$ cat config.mk
export PLATFORM = sky130hd
export DESIGN_NAME = frequency_analyzer_sync_multi
export DESIGN_NICKNAME = d
export VERILOG_FILES = /design/src/rtl/frequency_analyzer_sync_multi.sv
export SDC_FILE = /design/constraint.sdc
export NUM_CORES = 1
export LEC_CHECK = 0
export ABC_AREA = 1
export BUFFER_PORTS_ARGS = -buffer_cell sky130_fd_sc_hd__buf_4
export CAP_MARGIN = 15
export CORE_UTILIZATION = 60
export CTS_BUF_LIST = sky130_fd_sc_hd__clkbuf_8
export DETAILED_ROUTE_END_ITERATION = 10
export PLACE_DENSITY = 0.79
export SLEW_MARGIN = 5
export SYNTH_ARGS = -nofsm -noshare
export SYNTH_HDL_FRONTEND = slang
export SYNTH_SLANG_ARGS = --single-unit
$ cat constraint.sdc
create_clock -name clock -period 10.6 [get_ports clock]
set_clock_uncertainty 0.1 [all_clocks]
set_input_delay 2.12 -clock clock [delete_from_list [all_inputs] [get_ports clock]]
set_output_delay 2.12 -clock clock [all_outputs]
set_load 0.005 [all_outputs]
$ cat src/rtl/frequency_analyzer_sync_multi.sv
`default_nettype none
// ============================================================================
// Module   : frequency_analyzer_sync_multi
// Purpose  : Round-robin start/stop gate sequencer for CHANNELS analyzers.
// Revision : 1.0 - initial release
// ============================================================================
module frequency_analyzer_sync_multi #(
    parameter int CLOCK        = 100000000,
    parameter int FREQUENCY    = 2000,
    parameter int CHANNELS     = 4,
    parameter int SIGNAL_DELAY = 20,
    parameter int CNT_W        = 32
) (
    input  logic                        clock,
    input  logic                        reset,
    input  logic                        enable,
    input  logic                        continuous,
    input  logic                        trigger,
    input  logic                        period_load,
    input  logic [CNT_W-1:0]            period_value,
    output logic [CHANNELS-1:0]         start_analyzer,
    output logic [CHANNELS-1:0]         stop_analyzer,
    output logic [$clog2(CHANNELS)-1:0] active_channel,
    output logic                        busy,
    output logic                        done
);

    localparam int c_SLOT_W = $clog2(CHANNELS + 1);
    localparam int c_CH_W   = $clog2(CHANNELS);

    localparam logic [1:0] c_IDLE   = 2'd0;
    localparam logic [1:0] c_STROBE = 2'd1;
    localparam logic [1:0] c_GAP    = 2'd2;

    localparam logic [CNT_W-1:0] c_MIN_PERIOD   = CNT_W'(SIGNAL_DELAY + 1);
    localparam logic [CNT_W-1:0] c_STROBE_END   = CNT_W'(SIGNAL_DELAY - 1);
    localparam logic [CNT_W-1:0] c_RAW_PERIOD   = CNT_W'(CLOCK / FREQUENCY);
    localparam logic [CNT_W-1:0] c_RESET_PERIOD = (c_RAW_PERIOD < c_MIN_PERIOD) ?
                                                  c_MIN_PERIOD : c_RAW_PERIOD;
    localparam logic [c_SLOT_W-1:0] c_FINAL_SLOT = c_SLOT_W'(CHANNELS);
    localparam logic [c_SLOT_W-1:0] c_LAST_CH    = c_SLOT_W'(CHANNELS - 1);
    localparam logic [c_CH_W-1:0]   c_LAST_ACT   = c_CH_W'(CHANNELS - 1);
    localparam logic [CHANNELS-1:0] c_ONE        = CHANNELS'(1);

    logic [1:0]          r_state;
    logic [CNT_W-1:0]    r_tcnt;
    logic [CNT_W-1:0]    r_period;
    logic [CNT_W-1:0]    r_shadow;
    logic [c_SLOT_W-1:0] r_slot;
    logic                r_first;
    logic                r_mode;

    logic [CNT_W-1:0]    w_load_clamped;
    logic [CNT_W-1:0]    w_next_period;
    logic [CNT_W-1:0]    w_period_last;
    logic [c_SLOT_W-1:0] w_prev_slot;
    logic [CHANNELS-1:0] w_start;
    logic [CHANNELS-1:0] w_stop;
    logic [c_CH_W-1:0]   w_active;

    always_comb begin
        w_load_clamped = (period_value < c_MIN_PERIOD) ? c_MIN_PERIOD : period_value;
        // A load coinciding with a slot boundary takes effect for the next slot.
        w_next_period  = period_load ? w_load_clamped : r_shadow;
        w_period_last  = r_period - CNT_W'(1);
        w_prev_slot    = (r_slot == '0 || r_slot == c_FINAL_SLOT) ?
                         c_LAST_CH : r_slot - c_SLOT_W'(1);
        w_start        = '0;
        w_stop         = '0;
        if (r_state == c_STROBE) begin
            if (r_slot != c_FINAL_SLOT) begin
                w_start = c_ONE << r_slot;
            end
            if (!r_first) begin
                w_stop = c_ONE << w_prev_slot;
            end
        end
        w_active = (r_slot == c_FINAL_SLOT) ? c_LAST_ACT : r_slot[c_CH_W-1:0];
    end

    // The shadow register belongs to the register-bank side and ignores enable.
    always_ff @(posedge clock or posedge reset) begin
        if (reset) begin
            r_shadow <= c_RESET_PERIOD;
        end else if (period_load) begin
            r_shadow <= w_load_clamped;
        end
    end

    always_ff @(posedge clock or posedge reset) begin
        if (reset) begin
            r_state        <= c_IDLE;
            r_tcnt         <= '0;
            r_period       <= c_RESET_PERIOD;
            r_slot         <= '0;
            r_first        <= 1'b0;
            r_mode         <= 1'b0;
            start_analyzer <= '0;
            stop_analyzer  <= '0;
            active_channel <= '0;
            busy           <= 1'b0;
            done           <= 1'b0;
        end else if (enable) begin
            // Outputs trail the counters by one edge so every output is a flop.
            start_analyzer <= w_start;
            stop_analyzer  <= w_stop;
            done           <= 1'b0;
            if (r_state != c_IDLE) begin
                active_channel <= w_active;
            end
            case (r_state)
                c_IDLE: begin
                    if (continuous || trigger) begin
                        r_state  <= c_STROBE;
                        r_tcnt   <= '0;
                        r_slot   <= '0;
                        r_first  <= 1'b1;
                        r_mode   <= continuous;
                        r_period <= w_next_period;
                        busy     <= 1'b1;
                    end
                end
                c_STROBE: begin
                    r_tcnt <= r_tcnt + CNT_W'(1);
                    if (r_tcnt == c_STROBE_END) begin
                        r_state <= c_GAP;
                    end
                end
                c_GAP: begin
                    if (r_slot == c_FINAL_SLOT) begin
                        r_state <= c_IDLE;
                        busy    <= 1'b0;
                        done    <= 1'b1;
                    end else if (r_tcnt == w_period_last) begin
                        r_tcnt   <= '0;
                        r_period <= w_next_period;
                        r_first  <= 1'b0;
                        r_state  <= c_STROBE;
                        if (r_slot == c_LAST_CH && r_mode) begin
                            r_slot <= '0;
                        end else begin
                            r_slot <= r_slot + c_SLOT_W'(1);
                        end
                    end else begin
                        r_tcnt <= r_tcnt + CNT_W'(1);
                    end
                end
                default: begin
                    r_state <= c_IDLE;
                    busy    <= 1'b0;
                end
            endcase
        end
    end

endmodule
`default_nettype wire

==> results of run 1 <==
==> flip-flops by register name, summed over array words and instances, names as in the netlist <==
| signal | cells |
|---|---|
| r_tcnt | 32 |
| r_shadow | 32 |
| r_state | 2 |
| r_slot | 3 |
| done | 1 |
| r_period | 32 |
| busy | 1 |
| start_analyzer | 4 |
| stop_analyzer | 4 |
| r_mode | 1 |
| active_channel | 2 |
| r_first | 1 |
==> synthesized netlist by cell type <==
library cell / number
a211oi_1: 1
a21oi_1: 2
a31oi_1: 3
a32o_1: 3
and2_1: 1
buf_1: 1
buf_2: 9
buf_6: 4
buf_8: 1
clkbuf_1: 28
clkbuf_2: 1
dfrtp_1: 103
dfstp_2: 12
ha_1: 12
inv_1: 74
inv_2: 5
mux2_2: 1
nand2_1: 340
nand2_2: 17
nand2_4: 1
nand3_1: 32
nand3b_1: 8
nand4_1: 21
nor2_1: 84
nor2_2: 6
nor2_4: 3
nor2_8: 1
nor3_1: 17
nor4_1: 20
o211ai_1: 1
o21a_1: 2
o21ai_0: 56
o21ai_1: 6
o21ai_2: 8
o21bai_1: 4
o22ai_1: 1
o31ai_1: 2
or2_2: 1
xnor2_1: 24
xor2_1: 35
==> layout make-up <==
class                      count  area [um2]  share of cell area [%]
inverter                      79         299                    3.85
sequential                   115        2890                    37.2
multi-input combinational    713        3580                    46.0
clock buffer                  23         317                    4.07
timing repair buffer          51         383                    4.92
tap                          143         179                    2.30
clock inverter                 9         126                    1.63
==> worst max-delay path by stage <==
stage / start / to
6_report: enable / r_tcnt[6]
5_1_grt: enable / r_tcnt[3]
4_1_cts: enable / r_tcnt[6]
3_5_place_dp: enable / r_tcnt[19]
3_3_place_gp: trigger / r_tcnt[3]
2_1_floorplan: reset / active_channel[0]
==> power by group through the flow <==
stage | logic (mW) | clock network [mW] | registers, mW
after floorplan | 0.521 | 0 | 0.615
final | 0.647 | 0.440 | 0.641
after detailed placement | 0.642 | 0 | 0.646
after global routing | 0.746 | 0.466 | 0.653
after CTS | 0.646 | 0.448 | 0.639
after global placement | 0.628 | 0 | 0.642
==> layer usage <==
layer / up-vias / share of wire [%] / wire length [um] / GRT usage [%]
li1: 3069 / - / - / -
met1: 2740 / 49 / 7700 / 42.4
met2: 161 / 44 / 6860 / 41.2
met3: 33 / 4.6 / 719 / 6.05
met4: 0 / 2.7 / 422 / 12.7
met5: - / 0 / 0 / 0
==> critical path, cell delays in order <==
cell     delay (ns)
buf_4          0.10
inv_1          0.15
nor2_1         0.31
inv_1          0.07
nor2_1         0.24
a31oi_2        0.06
buf_4          0.25
nor2_1         0.15
nand2_1        0.51
o21ai_0        0.40
==> per-stage QoR <==
| step | worst slack (ns) | cell area, um2 | std cells | hold slack, ns | utilization, % |
|---|---|---|---|---|---|
| 3_3_place_gp | 6.17 | 7330 | 1101 | 0.358 | 64.5 |
| 6_report | 6.46 | 7780 | 1133 | 0.372 | 68.4 |
| 5_1_grt | 6.18 | 7780 | 1133 | 0.389 | 68.4 |
| 4_1_cts | 6.51 | 7780 | 1133 | 0.374 | 68.4 |
| 2_1_floorplan | 5.36 | 6980 | 951 | 0.338 | - |
| 3_5_place_dp | 6.10 | 7330 | 1101 | 0.359 | 64.5 |
==> logic make-up after synthesis <==
group / count (synthesis) / synth area share, %
compound gates: 89 / 7.46
xor+xnor: 59 / 7.40
fa+ha+maj: 12 / 2.15
buf+inv: 123 / 7.38
flops: 115 / 41.4
mux: 1 / 0.161
simple gates: 552 / 34.0
==> impl_metrics.env, run 1 <==
export IMPL_postSynthCellCount=951
export IMPL_io_pins=50
export IMPL_n_antenna_cell=0
export IMPL_r2r_slack_ns=6.98
export IMPL_switching_power_mw=0.690
export IMPL_synth_top_cell_by_area="dfrtp_1"
export IMPL_drtIter0Drc=470
export IMPL_path_class="primary input to register"
export IMPL_row_count=39
export IMPL_critPathCaptureType="register"
export IMPL_internal_power_mw=1.04
export IMPL_die_h_um=110
export IMPL_worstPathMaxFanout=33
export IMPL_fin_setup_tns_ns=0
export IMPL_dr_pass1_iters=5
export IMPL_synth_area_per_cell_um2=7.34
export IMPL_insertion_delay_ns=0.44
export IMPL_nets=1027
export IMPL_peakVddDrop_mv=0.147
export IMPL_slew_violations=0
export IMPL_timing_rr_start="r_period[0]"
export IMPL_vias=6003
export IMPL_worst_pin_slew_ns=0.931
export IMPL_setup_viol=0
export IMPL_grt_pass1_wl_mm=26.7
export IMPL_outcome="complete, no violations"
export IMPL_drive_gt1_share_pct=14.0
export IMPL_clk_pin_slew_worst_paths_ns=0.07
export IMPL_yosysWarnings=0
export IMPL_ys_seq_area_share_pct=41.4
export IMPL_min_path_type="register to register"
export IMPL_swShare_pct=39.9
export IMPL_nFillCells=981
export IMPL_grt_start_max_net_pins=63
export IMPL_yosysUniqueCellTypes=40
export IMPL_min_path_cells=2
export IMPL_ys_ff_latch=115
export IMPL_antenna_left=0
export IMPL_viasPerCell=5.30
export IMPL_cts_root_buf="clkbuf_8"
export IMPL_synth_top_area_share_pct=36.9
export IMPL_syn_area_um2=6980
export IMPL_syn_to_final_growth_pct=11.4
export IMPL_cp_start_kind="primary input"
export IMPL_crit_arrival_ns=4.38
export IMPL_p_seq_share_pct=37.1
export IMPL_drv_cap=0
export IMPL_cts_max_level=4
export IMPL_hold_path_startpoint="r_shadow[17]"
export IMPL_cts_tree="done"
export IMPL_overflow=0
export IMPL_final_common_cell="nand2_1"
export IMPL_grt_use_total_pct=29.0
export IMPL_port_buffers=49
export IMPL_ys_top_cells_by_area="dfrtp_1 37%, nand2_1 18%, dfstp_2 4.5%"
export IMPL_power_mw=1.73
export IMPL_dp_hpwl_mm=11.8
export IMPL_dieArea_um2=12100
export IMPL_clock_sinks=115
export IMPL_drc=0
export IMPL_core_area_um2=11400
export IMPL_fmax_mhz=241
export IMPL_comb_power_share_pct=37.4
export IMPL_routedWlPerCell_um=13.9
export IMPL_p_clk_share_pct=25.5
export IMPL_grt_pass1_vias=5590
export IMPL_rr_worst_depth=16
export IMPL_layout_common_cells="340 x nand2_1, 103 x dfrtp_1, 84 x nor2_1, 74 x inv_1, 56 x o21ai_0"
export IMPL_cts_resized_gates=0
export IMPL_slew_headroom_pct=37.8
export IMPL_routed_wl_mm=15.7
export IMPL_p_leak_nw=3.69
export IMPL_antenna_found_initial=0
export IMPL_clk_path_buf_depth=2
export IMPL_holdBufCountCts=0
export IMPL_period_share_pct=39.1
export IMPL_gp_congestion=0.918
export IMPL_hold_violations=0
export IMPL_postCtsSetupBuffers=0
export IMPL_initial_core_util_pct=61.4
export IMPL_cp_data_required_time_ns=10.84
export IMPL_synthesis_nets=1001
export IMPL_finalCriticalPeriod_ns=4.14
export IMPL_fp_dieW_um=110
export IMPL_rsz0062_at_grt="no"
export IMPL_min_to="r_shadow[17]"
export IMPL_r2r_end="r_period[28]"
export IMPL_powerDensity_nw_per_um2=222
export IMPL_cts_buffers=17
Power figures use the tool's default switching activity.
==> run 2, diff against run 1 <==
--- a/config.mk
+++ b/config.mk
@@ -8,7 +8,7 @@
 export ABC_AREA = 1
 export BUFFER_PORTS_ARGS = -buffer_cell sky130_fd_sc_hd__buf_4
 export CAP_MARGIN = 15
-export CORE_UTILIZATION = 60
+export CORE_UTILIZATION = 57
 export CTS_BUF_LIST = sky130_fd_sc_hd__clkbuf_8
 export DETAILED_ROUTE_END_ITERATION = 10
 export PLACE_DENSITY = 0.79
==> constraint.sdc (replaced) <==
create_clock -name clock -period 3.38 [get_ports clock]
set_clock_uncertainty 0.1 [all_clocks]
set_input_delay 0.676 -clock clock [delete_from_list [all_inputs] [get_ports clock]]
set_output_delay 0.676 -clock clock [all_outputs]
set_load 0.005 [all_outputs]
==> run 2 against run 1 <==
Via count increased by 0.53%. Sequential cell count is the same. Combinational power grew to 3.2 times the previous value. Register-to-register slack got worse by 6.5 ns. Worst setup slack worse by 5.9 ns. Wire length grew 1.4%. Clock power grew to 3.0 times the previous value. Total power rose to 3.1 times the previous value. Worst hold slack got worse by 0.10 ns. Highest routed layer unchanged. Critical endpoint is now r_tcnt[2].
==> impl_metrics.env, run 2 (same netlist as run 1, synthesis figures left out) <==
export IMPL_nFillCells=1046
export IMPL_nets=1030
export IMPL_hold_violations=0
export IMPL_insertion_delay_ns=0.45
export IMPL_r2r_slack_ns=0.52
export IMPL_antenna_found_initial=0
export IMPL_grt_start_max_net_pins=116
export IMPL_peakVddDrop_mv=0.378
export IMPL_p_clk_share_pct=24.7
export IMPL_fp_dieW_um=113
export IMPL_finalCriticalPeriod_ns=2.86
export IMPL_cts_tree="done"
export IMPL_swShare_pct=40.5
export IMPL_dieArea_um2=12700
export IMPL_path_class="register to register"
export IMPL_gp_congestion=0.929
export IMPL_utilization_pct=65.3
export IMPL_row_count=40
export IMPL_die_h_um=113
export IMPL_grt_pass1_vias=5715
export IMPL_postCtsSetupBuffers=0
export IMPL_worstPathMaxFanout=31
export IMPL_grt_use_total_pct=27.5
export IMPL_rsz0062_at_grt="no"
export IMPL_syn_to_final_growth_pct=11.8
export IMPL_fin_setup_tns_ns=0
export IMPL_fmax_mhz=349
export IMPL_min_path_type="primary input to async pin"
export IMPL_overflow=0
export IMPL_holdWs_ns=0.272
export IMPL_holdBufCountCts=0
export IMPL_largestRegisters="r_period x32, r_shadow x32, r_tcnt x32"
export IMPL_cts_max_level=4
export IMPL_core_area_um2=12000
export IMPL_cp_data_required_time_ns=3.60
export IMPL_slew_violations=0
export IMPL_period_share_pct=84.7
export IMPL_routedWlPerCell_um=14.0
export IMPL_layout_common_cells="340 x nand2_1, 103 x dfrtp_1, 84 x nor2_1, 76 x inv_1, 56 x o21ai_0"
export IMPL_crit_arrival_ns=3.08
export IMPL_comb_power_share_pct=38.1
export IMPL_drive_gt1_share_pct=14.1
export IMPL_worstPathCellList="inv_2, ha_1, nand2_2, nor2_2, nand2_1, nor2_1, nand3b_1, nand2_1, nand3_1, nor2_1, nand3_1, nand2_2, nand2_1, nand2_1, buf_4, o21ai_0"
export IMPL_p_leak_nw=3.70
export IMPL_cp_start_kind="register"
export IMPL_initial_core_util_pct=58.4
export IMPL_antenna_left=0
export IMPL_vias=6035
export IMPL_setup_viol=0
export IMPL_drv_cap=0
export IMPL_power_mw=5.41
export IMPL_worst_pin_slew_ns=0.922
export IMPL_crit_top_cell="nand2_1"
export IMPL_timing_critical_path_buf_inv=2
export IMPL_final_common_cell="nand2_1"
export IMPL_grt_pass1_wl_mm=27.3
export IMPL_setup_ws_ns=0.518
export IMPL_slew_headroom_pct=38.5
export IMPL_outcome="complete, no violations"
export IMPL_io_pins=50
export IMPL_switching_power_mw=2.19
export IMPL_slowest_delay_ns=0.39
export IMPL_critPathCaptureType="register"
export IMPL_powerDensity_nw_per_um2=693
export IMPL_internal_power_mw=3.22
export IMPL_dp_slack_ns=0.521
export IMPL_drc=0
export IMPL_dp_hpwl_mm=11.8
export IMPL_cts_buffers=17
export IMPL_critical_path_top_delay_family="simple AND/OR/NAND/NOR gates"
export IMPL_routed_wl_mm=15.9
export IMPL_viasPerCell=5.29
export IMPL_dr_pass1_iters=5
export IMPL_clk_path_buf_depth=2
export IMPL_cts_resized_gates=0
export IMPL_p_seq_share_pct=37.2
export IMPL_drtIter0Drc=371
export IMPL_n_antenna_cell=0
export IMPL_clk_pin_slew_worst_paths_ns=0.07
export IMPL_cts_root_buf="clkbuf_8"
export IMPL_cp_slowest_cell="dfrtp_1"
export IMPL_clock_sinks=115
export IMPL_port_buffers=49
[run 2: power by group through the flow]
stage	Combinational [mW]	Clock [mW]	Sequential, mW
floorplan	1.63	0	1.93
global placement	2.02	0	2.02
detailed placement	2.05	0	2.03
CTS	2.07	1.36	2.01
global route	2.37	1.42	2.05
finish	2.06	1.34	2.01
[run 2: worst paths after layout]
check,from,end,depth (start not counted)
min in group clock,period_value[9],r_shadow[9],3
worst min-delay path,reset,active_channel[1],3
worst min register to register,r_shadow[21],r_shadow[21],2
worst max register to register,r_period[0],r_tcnt[2],16
max in group asynchronous,reset,r_tcnt[16],3
worst max-delay path,r_period[0],r_tcnt[2],16
[run 2: layout make-up]
type                       instances  area (um2)  share of cell area [%]
clock inverter                    12         143                    1.83
clock buffer                      20         275                    3.53
multi-input combinational        713        3580                    45.9
sequential                       115        2890                    37.1
inverter                          79         300                    3.85
tap                              147         184                    2.36
timing repair buffer              54         430                    5.51
[run 2: worst min-delay path: stages]
cell	delay, ns
buf_4	0.12
clkinvlp_4	0.07
buf_12	0.43
[run 2: layer usage]
metal / track usage, % / part of all wire (%) / vias up / routed length, um
met2: 41.9 / 44 / 148 / 7070
met5: 0 / 0 / - / 0
met1: 38.5 / 48 / 2772 / 7660
met4: 11.2 / 2.1 / 0 / 334
met3: 5.62 / 5.4 / 26 / 857
li1: - / - / 3089 / -
[run 2: per-stage QoR]
step                instance area (um2)  cells
finish                             7800   1140
CTS                                7800   1140
global placement                   7390   1108
detailed placement                 7390   1108
global route                       7800   1140
floorplan                          6990    951
==> run 3, diff against run 2 <==
--- a/config.mk
+++ b/config.mk
@@ -5,7 +5,7 @@
 export SDC_FILE = /design/constraint.sdc
 export NUM_CORES = 1
 export LEC_CHECK = 0
-export ABC_AREA = 1
+export ABC_AREA = 0
 export BUFFER_PORTS_ARGS = -buffer_cell sky130_fd_sc_hd__buf_4
 export CAP_MARGIN = 15
 export CORE_UTILIZATION = 57
==> constraint.sdc (replaced) <==
create_clock -name clock -period 2.55 [get_ports clock]
set_clock_uncertainty 0.1 [all_clocks]
set_input_delay 0.51 -clock clock [delete_from_list [all_inputs] [get_ports clock]]
set_output_delay 0.51 -clock clock [all_outputs]
set_load 0.005 [all_outputs]
==> run 3 against run 2 <==
The flow now finishes with violations (setup timing). Clock power increased by 39%. Final cell count decreased by 9.8%. Die area decreased by 4.1%. Synthesized cell count decreased by 26%. Worst setup slack got worse by 1.7 ns. Global-route usage increased by 7.7 points. Largest cell class unchanged. Sequential share of layout area decreased by 5.3 points. Largest power group is now registers. Critical path depth decreased by 4. Non-clock buffer count increased by 142. Via count increased by 5.6%. Clock-buffer cell count decreased by 1. Sequential power increased by 2%.
==> impl_metrics.env, run 3 <==
export IMPL_peakVddDrop_mv=0.578
export IMPL_cp_data_required_time_ns=2.79
export IMPL_setup_viol=70
export IMPL_grt_use_total_pct=35.2
export IMPL_rsz0062_at_grt="yes"
export IMPL_final_common_cell="buf_4"
export IMPL_worstPathCellList="nor4_4, buf_4, nand3_2, nor4b_2, xnor2_1, nor4bb_1, nand4_1, or4_4, a21oi_4, buf_12, clkbuf_16, mux2_4"
export IMPL_violations="setup timing"
export IMPL_drv_cap=0
export IMPL_port_buffers=49
export IMPL_worstPathMaxFanout=8
export IMPL_period_share_pct=145
export IMPL_row_count=39
export IMPL_yosysWarnings=0
export IMPL_slew_violations=0
export IMPL_clock_sinks=115
export IMPL_nets=922
export IMPL_outcome="finished, violations left"
export IMPL_timing_critical_path_buf_inv=3
export IMPL_cts_tree="done"
export IMPL_worst_pin_slew_ns=0.699
export IMPL_cts_max_level=4
export IMPL_clk_path_buf_depth=2
export IMPL_core_area_um2=11400
export IMPL_crit_arrival_ns=3.94
export IMPL_cts_root_buf="clkbuf_8"
export IMPL_synth_edf_count=0
export IMPL_syn_area_um2=6690
export IMPL_insertion_delay_ns=0.46
export IMPL_power_mw=4.90
export IMPL_cp_start_kind="register"
export IMPL_critical_path_top_delay_family="simple AND/OR/NAND/NOR gates"
export IMPL_largestRegisters="r_period x32, r_shadow x32, r_tcnt x32"
export IMPL_holdBufCountCts=0
export IMPL_slowest_delay_ns=0.58
export IMPL_path_class="register to register"
export IMPL_final_cells=1028
export IMPL_cts_buffers=17
export IMPL_async_flop_share_pct=100
export IMPL_antenna_found_initial=0
export IMPL_yosysUniqueCellTypes=65
export IMPL_routedWlPerCell_um=20.4
export IMPL_timing_rr_start="r_period[7]"
export IMPL_clk_pin_slew_worst_paths_ns=0.08
export IMPL_min_path_type="primary input to async pin"
export IMPL_grt_pass1_wl_mm=31.8
export IMPL_synth_common_cells="103 x dfrtp_1, 86 x nand2_1, 47 x nor2_1, 41 x clkbuf_1, 38 x xnor2_1"
export IMPL_die_h_um=110
export IMPL_drtIter0Drc=688
export IMPL_dr_pass1_iters=6
export IMPL_ys_ff_latch=115
export IMPL_gp_congestion=0.965
export IMPL_p_leak_nw=4.22
export IMPL_ys_top_cells_by_area="dfrtp_1 39%, mux2_1 5.4%, xnor2_1 5.0%"
export IMPL_ys_seq_area_share_pct=43.2
export IMPL_io_pins=50
export IMPL_synth_top_area_share_pct=38.5
export IMPL_crit_start="r_period[7]"
export IMPL_routed_wl_mm=21.0
export IMPL_synth_main_ff_cell="dfrtp_1"
export IMPL_viasPerCell=6.20
export IMPL_hold_violations=0
export IMPL_vias=6373
export IMPL_slew_headroom_pct=53.4
export IMPL_antenna_left=0
export IMPL_drc=0
export IMPL_dp_hpwl_mm=13.5
export IMPL_layout_common_cells="179 x buf_4, 102 x dfrtp_1, 85 x nand2_1, 44 x nor2_1, 37 x xnor2_1"
export IMPL_dieArea_um2=12200
export IMPL_synth_area_per_cell_um2=9.51
export IMPL_synthesis_nets=754
export IMPL_syn_to_final_growth_pct=36.2
export IMPL_grt_pass1_vias=6437
export IMPL_synth_top_cell_by_area="dfrtp_1"
export IMPL_initial_core_util_pct=58.6
export IMPL_fp_dieW_um=110
export IMPL_cp_slowest_cell="or4_4"
export IMPL_n_antenna_cell=0
export IMPL_dp_slack_ns=-1.10
export IMPL_synth_most_common_cell="dfrtp_1"
export IMPL_dp_cells=981
export IMPL_finalCriticalPeriod_ns=3.70
export IMPL_overflow=0
export IMPL_drive_gt1_share_pct=38.9
export IMPL_setup_ws_ns=-1.15
export IMPL_fmax_mhz=270
export IMPL_grt_start_max_net_pins=116
export IMPL_critPathCaptureType="register"
export IMPL_powerDensity_nw_per_um2=537
export IMPL_postSynthCellCount=704
-- run 3: cell types whose count changed after synthesis, moves of 9 or more --
cell	previous run	this run
nand2_1	340	86
inv_1	74	33
nor2_1	84	47
o21ai_0	56	20
mux2_1	0	32
mux2_2	1	28
o211ai_1	1	25
xor2_1	35	12
nand2_2	17	0
xnor2_1	24	38
clkbuf_1	28	41
nand4_1	21	12
-- run 3: power breakdown --
part	switching [mW]	internal, mW
registers	0.0952	1.95
clock network	0.831	1.03
logic	0.556	0.435
total	1.48	3.42
-- run 3: worst paths after layout --
path	slack [ns]	endpoint	cells after the start
setup / recovery	-1.15	r_period[1]	12
hold / removal	0.13	r_shadow[7]	3
setup reg to reg	-1.15	r_period[1]	12
hold reg to reg	0.40	start_analyzer[3]	1
max in group asynchronous	1.75	r_tcnt[22]	3
min in group clock	0.20	r_shadow[7]	2
-- run 3: cell families after synthesis --
group	after synthesis	synth area share [%]
XOR/XNOR	50	6.54
multiplexers	62	10.4
AND/OR/NAND/NOR	263	19.9
AO/OA/AOI/OAI	122	12.9
flip-flops	115	43.2
buffers and inverters	80	4.86
adder cells (fa/ha/maj)	12	2.24
-- run 3: tightest hold or removal path, stage by stage --
cell	delay, ns
buf_4	0.12
clkinvlp_4	0.07
buf_12	0.46
-- run 3: metrics by stage --
step | util [%] | area, um2 | TNS [ns] | hold slack [ns]
floorplan | - | 6730 | -50.08 | 0.361
global placement | 71.1 | 8110 | -65.45 | 0.374
detailed placement | 71.1 | 8110 | -70.18 | 0.387
CTS | 78.3 | 8940 | -59.68 | 0.155
global route | 79.9 | 9120 | -76.34 | 0.186
finish | 79.9 | 9120 | -71.17 | 0.131
-- run 3: cell type report --
class	instances	area, um2
clock buffers	19	262
clock inverters	13	170
fillers	683	2300
inverters	33	128
multi-input cells	509	3860
flip-flops and latches	115	2890
well taps	143	179
repair buffers	196	1630
-- run 3: timing repair --
item / CTS / global route
setup buffers: 9 / 2
cloned: 3 / 1
gates resized for setup: 62 / 33
setup endpoints to repair: 70 / 70
pin swaps: 10 / 8
-- run 3: layer usage --
| layer | global-route usage, % | part of all wire, % |
|---|---|---|
| met1 | 40.8 | 39 |
| met2 | 59.6 | 49 |
| met3 | 8.05 | 6.6 |
| met4 | 20.6 | 5.4 |
| met5 | 0 | 0 |
